[config.mk]
export PLATFORM = sky130hd
export DESIGN_NAME = ber_align_meter
export DESIGN_NICKNAME = d
export VERILOG_FILES = /design/src/rtl/ber_pkg.sv /design/src/rtl/ber_popcount.sv /design/src/rtl/ber_align_meter.sv
export SDC_FILE = /design/constraint.sdc
export NUM_CORES = 1
export LEC_CHECK = 0
export BUFFER_PORTS_ARGS = -buffer_cell sky130_fd_sc_hd__buf_2
export CORE_ASPECT_RATIO = 1.5
export CORE_MARGIN = 5
export CORE_UTILIZATION = 30
export CTS_CLUSTER_SIZE = 28
export DETAILED_ROUTE_END_ITERATION = 12
export GPL_TIMING_DRIVEN = 1
export PLACE_DENSITY = 0.55
export SLEW_MARGIN = 25
export SYNTH_ARGS = -nofsm -noshare
export SYNTH_HDL_FRONTEND = slang
export SYNTH_HIERARCHICAL = 1
export SYNTH_SLANG_ARGS = --single-unit
[constraint.sdc]
create_clock -name CLK -period 8.7 [get_ports CLK]
set_clock_uncertainty 0.05 [all_clocks]
set_input_delay 1.305 -clock CLK [delete_from_list [all_inputs] [get_ports CLK]]
set_output_delay 1.305 -clock CLK [all_outputs]
set_load 0.03 [all_outputs]
[src/rtl/ber_pkg.sv]
// Shared definitions for the BER meter: FSM encodings and popcount sizing.
package ber_pkg;

    // Top-level FSM states
    localparam logic [0:0] ST_SEARCH  = 1'b0;
    localparam logic [0:0] ST_MEASURE = 1'b1;

    // Width needed to hold the number of set bits in a w-bit word
    function automatic int pc_width(input int w);
        return $clog2(w + 1);
    endfunction

endpackage

[src/rtl/ber_popcount.sv]
// Combinational population count of one raw word.
module ber_popcount
    import ber_pkg::*;
#(
    parameter int W   = 8,
    parameter int PCW = pc_width(W)
) (
    input  logic [W-1:0]   din,
    output logic [PCW-1:0] count
);

    logic [PCW-1:0] sum_s;

    // Per-bit sum; synthesis rebalances the chain into an adder tree
    always_comb begin
        sum_s = {PCW{1'b0}};
        for (int i = 0; i < W; i++) begin
            sum_s = sum_s + PCW'(din[i]);
        end
        count = sum_s;
    end

endmodule

[src/rtl/ber_align_meter.sv]
// Bit-error-rate meter with automatic word-delay search between the
// transmitted and received raw streams of the comm loopback path.
// Three-stage pipeline: XOR, popcount, accumulate.  A stage-0 word
// counter tags the last word of each dwell/window; the decision is taken
// when that tag reaches the accumulator stage.
module ber_align_meter
    import ber_pkg::*;
#(
    parameter int W            = 8,
    parameter int MAX_DELAY    = 16,
    parameter int DELAY_W      = 4,
    parameter int SEARCH_WORDS = 64,
    parameter int WINDOW       = 1024,
    parameter int LOCK_THRESH  = 0,
    parameter int LOSS_THRESH  = 64,
    parameter int CNT_W        = 32
) (
    input  logic               CLK,
    input  logic               RST,
    input  logic               valid_i,
    input  logic [W-1:0]       sent_data,
    input  logic [W-1:0]       recv_data,
    input  logic               start,
    input  logic               manual_en,
    input  logic [DELAY_W-1:0] manual_delay,
    output logic [DELAY_W-1:0] delay_o,
    output logic               locked,
    output logic               search_fail,
    output logic [CNT_W-1:0]   err_count,
    output logic [CNT_W-1:0]   bit_count,
    output logic               result_valid
);

    localparam int PCW     = pc_width(W);
    localparam int LEN_MAX = (WINDOW > SEARCH_WORDS) ? WINDOW : SEARCH_WORDS;
    localparam int CW      = $clog2(LEN_MAX + 1);

    localparam logic [CW-1:0]      WIN_LAST     = CW'(WINDOW - 1);
    localparam logic [CW-1:0]      DWELL_LEN    = CW'(SEARCH_WORDS);
    localparam logic [CW-1:0]      DWELL_LAST   = CW'(SEARCH_WORDS - 1);
    localparam logic [DELAY_W-1:0] DELAY_LAST   = DELAY_W'(MAX_DELAY - 1);
    localparam logic [CNT_W-1:0]   BITS_PER_WIN = CNT_W'(WINDOW * W);
    localparam logic [CNT_W-1:0]   LOCK_LIM     = CNT_W'(LOCK_THRESH);
    localparam logic [CNT_W-1:0]   LOSS_LIM     = CNT_W'(LOSS_THRESH);

    // Saturating accumulate: sticks at all-ones instead of wrapping
    function automatic logic [CNT_W-1:0] sat_add(input logic [CNT_W-1:0] a,
                                                 input logic [PCW-1:0]   b);
        logic [CNT_W:0] sum;
        sum = {1'b0, a} + (CNT_W + 1)'(b);
        return sum[CNT_W] ? {CNT_W{1'b1}} : sum[CNT_W-1:0];
    endfunction

    // line_r[k] holds the word sent k+1 valid words ago (tap 0 is sent_data)
    logic [W-1:0]   line_r [MAX_DELAY-1];
    logic [W-1:0]   tap_s;

    logic [0:0]     state_r;
    logic           manual_q_r;
    logic [CW-1:0]  cnt_r;
    logic [CNT_W-1:0] acc_r;

    logic [W-1:0]   xor_r;
    logic           v0_r;
    logic           last0_r;
    logic [PCW-1:0] pc_s;
    logic [PCW-1:0] pc_r;
    logic           v1_r;
    logic           last1_r;

    logic           abort_s;
    logic           issue_s;
    logic           last_s;
    logic           end_s;
    logic [CNT_W-1:0] acc_sum_s;
    logic           lock_ok_s;
    logic           loss_s;
    logic           drop_s;
    logic           flush_s;

    assign abort_s   = start | (manual_en != manual_q_r);
    assign end_s     = v1_r & last1_r;
    assign acc_sum_s = sat_add(acc_r, pc_r);
    assign lock_ok_s = (acc_sum_s <= LOCK_LIM);
    assign loss_s    = (acc_sum_s > LOSS_LIM);
    assign drop_s    = end_s & (state_r == ST_MEASURE) & loss_s & ~manual_q_r;
    assign flush_s   = abort_s | (end_s & (state_r == ST_SEARCH)) | drop_s;

    // Sent-word delay line, advanced on every valid word in every state
    always_ff @(posedge CLK) begin
        if (RST) begin
            for (int k = 0; k < MAX_DELAY - 1; k++) begin
                line_r[k] <= {W{1'b0}};
            end
        end else if (valid_i) begin
            line_r[0] <= sent_data;
            for (int k = 1; k < MAX_DELAY - 1; k++) begin
                line_r[k] <= line_r[k-1];
            end
        end
    end

    // Select the delay-line tap for the currently applied delay
    always_comb begin
        tap_s = sent_data;
        if (delay_o != {DELAY_W{1'b0}}) begin
            tap_s = line_r[delay_o - 1'b1];
        end else begin
            tap_s = sent_data;
        end
    end

    // Decide whether this word counts and whether it closes a dwell/window;
    // a finished dwell stops counting until its decision resets the counter
    always_comb begin
        issue_s = 1'b0;
        last_s  = 1'b0;
        if (valid_i && !abort_s) begin
            if (state_r == ST_MEASURE) begin
                issue_s = 1'b1;
                last_s  = (cnt_r == WIN_LAST);
            end else if (cnt_r < DWELL_LEN) begin
                issue_s = 1'b1;
                last_s  = (cnt_r == DWELL_LAST);
            end else begin
                issue_s = 1'b0;
                last_s  = 1'b0;
            end
        end else begin
            issue_s = 1'b0;
            last_s  = 1'b0;
        end
    end

    ber_popcount #(.W(W), .PCW(PCW)) u_popcount (
        .din   (xor_r),
        .count (pc_s)
    );

    // XOR and popcount pipeline stages; flush drops words of a stale delay
    always_ff @(posedge CLK) begin
        if (RST) begin
            xor_r   <= {W{1'b0}};
            v0_r    <= 1'b0;
            last0_r <= 1'b0;
            pc_r    <= {PCW{1'b0}};
            v1_r    <= 1'b0;
            last1_r <= 1'b0;
        end else begin
            xor_r   <= recv_data ^ tap_s;
            v0_r    <= issue_s & ~flush_s;
            last0_r <= last_s;
            pc_r    <= pc_s;
            v1_r    <= v0_r & ~flush_s;
            last1_r <= last0_r;
        end
    end

    // Word counter, accumulator, FSM and registered results
    always_ff @(posedge CLK) begin
        if (RST) begin
            state_r      <= manual_en ? ST_MEASURE : ST_SEARCH;
            manual_q_r   <= 1'b0;
            cnt_r        <= {CW{1'b0}};
            acc_r        <= {CNT_W{1'b0}};
            delay_o      <= {DELAY_W{1'b0}};
            locked       <= 1'b0;
            search_fail  <= 1'b0;
            err_count    <= {CNT_W{1'b0}};
            bit_count    <= {CNT_W{1'b0}};
            result_valid <= 1'b0;
        end else begin
            search_fail  <= 1'b0;
            result_valid <= 1'b0;
            if (abort_s) begin
                manual_q_r <= manual_en;
                state_r    <= manual_en ? ST_MEASURE : ST_SEARCH;
                delay_o    <= manual_en ? manual_delay : {DELAY_W{1'b0}};
                locked     <= 1'b0;
                cnt_r      <= {CW{1'b0}};
                acc_r      <= {CNT_W{1'b0}};
            end else begin
                // stage 0: word counting, manual delay reload at window start
                if (issue_s) begin
                    if (last_s && (state_r == ST_MEASURE)) begin
                        cnt_r <= {CW{1'b0}};
                        if (manual_q_r) begin
                            delay_o <= manual_delay;
                        end
                    end else begin
                        cnt_r <= cnt_r + 1'b1;
                    end
                end
                // stage 2: accumulate
                if (v1_r) begin
                    acc_r <= acc_sum_s;
                end
                // stage 2: dwell / window decision
                if (end_s) begin
                    acc_r <= {CNT_W{1'b0}};
                    if (state_r == ST_SEARCH) begin
                        cnt_r <= {CW{1'b0}};
                        if (lock_ok_s) begin
                            locked  <= 1'b1;
                            state_r <= ST_MEASURE;
                        end else if (delay_o == DELAY_LAST) begin
                            search_fail <= 1'b1;
                            delay_o     <= {DELAY_W{1'b0}};
                        end else begin
                            delay_o <= delay_o + 1'b1;
                        end
                    end else begin
                        err_count    <= acc_sum_s;
                        bit_count    <= BITS_PER_WIN;
                        result_valid <= 1'b1;
                        if (drop_s) begin
                            locked  <= 1'b0;
                            state_r <= ST_SEARCH;
                            delay_o <= {DELAY_W{1'b0}};
                            cnt_r   <= {CW{1'b0}};
                        end
                    end
                end
            end
        end
    end

endmodule
==> flow_summary.yaml <==
status:
  outcome: "completed"
place:
  hpwl_mm: 18.25
  portBuffers: 64
  placed_cells: 1514
  gp_congestion: 0.8854
cts:
  clockBufferDepth: 3
  clkTransAtPathRegs_ps: 60
  cts_made_buffers: 24
  cts_root_buf: "clkbuf_16"
  cts_sinks: 221
  cts_tree: "built"
  holdBufCountCts: 0
  post_cts_buffers: 0
  post_cts_resized: 0
  worstSkewPairLatency_ps: 520
  htreeDepth: 1
yosys:
  synth_flop_cell: "edfxtp_1"
  synth_top_cell_by_area: "edfxtp_1"
  synth-seq-area-share_pct: 50.61
  synth_top_area_share_pct: 32.63
  synth_edf_count: 121
  synth_warnings: 6
  async_flop_share_pct: 0
  ys_ff_latch: 221
  synth_area_mm2: 0.01114
  synth.top_cells.by_area: "edfxtp_1 33%, dfxtp_1 18%, mux4_2 6.5%"
  netlist_instances: 1026
  ys_types: 66
  syn_area_per_cell_um2: 10.85
floorplanning:
  fp.dieArea_mm2: 0.04115
  core_mm2: 0.03669
  die_h_um: 246.0
  initial_core_util_pct: 30.35
  num_io_pins: 96
  row_count: 86
  die_w_um: 167.3
power:
  p_total_uw: 2455
  powerDensity_mw_per_mm2: 195.6
  worst_ir_drop_vdd_uv: 142.1
  p_leak_uw: 0.004631
run:
  maxCapViolCount: 0
global_route:
  gr-total-overflow: 0
  grt_max_degree: 93
  grt_usage_pct: 12.43
  grt_pass1_vias: 7601
  antenna_found_initial: 0
  grt_first_pass_wirelength_mm: 41.81
critical_path:
  cp.required_ps: 9020
  cp_top_family: "simple AND/OR/NAND/NOR gates"
  r2r_setup_slack_ps: 4760
  crit_chain: "ha_1 > fa_1 > nand3_2 > a211o_1 > nor4_1 > nor3_1 > nand3_1 > a2111oi_4 > a21o_1 > a31oi_4 > o211ai_1"
  crit_buf_inv: 0
  slowest_stage: "nor4_1"
  worstSetupStartpointType: "flop"
  crit_path_max_fanout: 16
  cp-end-kind: "flop"
  cp.arrival_ps: 4260
  critPathMaxStageDelay_ps: 790
  path_class: "flop to flop"
drt:
  met1Wirelength_mm: 10.29
  highest_layer: "met4"
  drt-pass1-iter-count: 5
  wl_per_cell_um: 16.95
  avgViaCountPerCell: 4.838
  met3_wirelength_mm: 1.152
  wl_mm: 26.43
  post-route-drc-count: 0
  drt-initial-drc-count: 393
  wl_met2_mm: 14.14
  antenna_left: 0
  via_count: 7542
timing:
  setup_tns_ps: 0
  final_max_slew_viol_count: 0
  hold_viol: 0
  worst_pin_slew_ps: 1057
  post-route-period-util_pct: 45.24
  hold_slack_ps: 387.5
  maxSlewHeadroom_pct: 29.24
  fmax_mhz: 254.1
  fin_crit_ps: 3936
  setup_viol: 0
  rsz0062_at_grt: "false"
finish:
  layout-drive-gt1-share_pct: 16.09
  layoutNonFillerInstCount: 1559
  fin_nets: 1098
  n_antenna_cell: 0
  areaGrowthSynthToFinish_pct: 12.75
hold_path:
  hp-class: "flop to flop"
cell families (layout without fill, tap and decap cells):
group           Yosys count  after routing  synth area share (%)
flops                   221            221                 50.61
buf+inv                 122            141                 5.382
simple gates            422            422                 20.20
mux                      66             66                 9.629
xor+xnor                 43             43                 3.382
fa+ha+maj                16             16                 2.135
compound gates          135            135                 8.629
other cells               1             31               0.03368
state kept, by name (all words and copies together) (netlist names):
register / flops
last1_r: 1
last0_r: 1
delay_o: 4
pc_r: 4
result_valid: 1
err_count: 32
bit_count: 1
v1_r: 1
acc_r: 32
v0_r: 1
search_fail: 1
manual_q_r: 1
state_r: 1
cnt_r: 11
line_r: 120
xor_r: 8
locked: 1
report_power, final:
group	internal (µW)	switching, µW	total (µW)
combinational	125	169	295
sequential	1160	26.9	1180
clock	567	410	977
stage by stage:
stage                     utilization [%]  setup WS [ps]  area, µm²
after detailed placement            32.06           4551      11760
final                               34.22           4764      12560
after CTS                           34.10           4742      12510
after global placement              32.06           4596      11760
after global routing                34.22           4472      12560
after floorplan                         -           4481      11250
path summary, 6_finish.rpt:
check	startpoint	cells past startpoint	to
worst max-delay path	acc_r[0]$_SDFFE_PP0P_	11	delay_o[0]$_SDFF_PP0_
worst min-delay path	last0_r$_SDFF_PP0_	1	last1_r$_SDFF_PP0_
worst max register to register	acc_r[0]$_SDFFE_PP0P_	11	delay_o[0]$_SDFF_PP0_
worst min register to register	last0_r$_SDFF_PP0_	1	last1_r$_SDFF_PP0_
metal layers:
metal	up-vias	GRT usage (%)
met5	-	0
met4	0	4.251
met3	52	1.962
met2	153	23.43
met1	3660	14.15
li1	3677	-
worst reg2reg max path, cell delays in order, from the launching register on:
cell and delay (ps):
dfxtp_1 330, ha_1 200, fa_1 260, nand3_2 170, a211o_1 430, nor4_1 790, nor3_1 240, nand3_1 300
a2111oi_4 100, a21o_1 240, a31oi_4 520, o211ai_1 180
Yosys cell counts (all sizes together) (5+ instances only):
master,n
mux2i,31
nor3,38
and2,88
a21oi,37
buf,49
inv,22
or4,6
o22ai,6
and4,7
ha,11
nand3,25
nor2,109
nor4,9
o21a,7
xnor2,22
nor2b,51
edfxtp,121
a311oi,6
nand4,12
clkbuf,51
nand2,54
o21ai,11
a211oi,30
xor2,21
a31oi,9
fa,5
mux4,32
and3,8
dfxtp,100
cell type report:
type | instances | area, µm²
inverters | 22 | 82.58
multi-input cells | 713 | 5052
repair buffers | 75 | 429.2
flip-flops and latches | 221 | 5637
clock inverters | 14 | 126.4
well taps | 484 | 605.6
fillers | 3722 | 24140
clock buffers | 30 | 623.1
cell usage in the layout, fill, tap and decap left out, types with 4 or more instances in the layout:
cell type,n
a311oi_1,6
or3_1,4
clkbuf_1,6
edfxtp_1,121
and2_1,88
inv_1,21
o211ai_1,4
a31oi_1,8
dfxtp_1,99
nor3_2,7
nor3_1,31
fa_1,5
and3_1,8
o21a_1,7
o21ai_0,10
nor2b_1,50
xnor2_1,22
a21oi_1,37
conb_1,31
o22ai_1,6
and4_1,7
mux2i_1,31
a211oi_1,29
nand2_1,54
or4_1,4
nor2_1,109
buf_2,63
ha_1,11
clkbuf_16,24
clkinv_2,4
mux4_2,32
nor4_1,7
nand3_1,24
xor2_1,21
clkinv_1,4
nand4_1,11
buf_4,10
(Power assumes the default switching activity.)
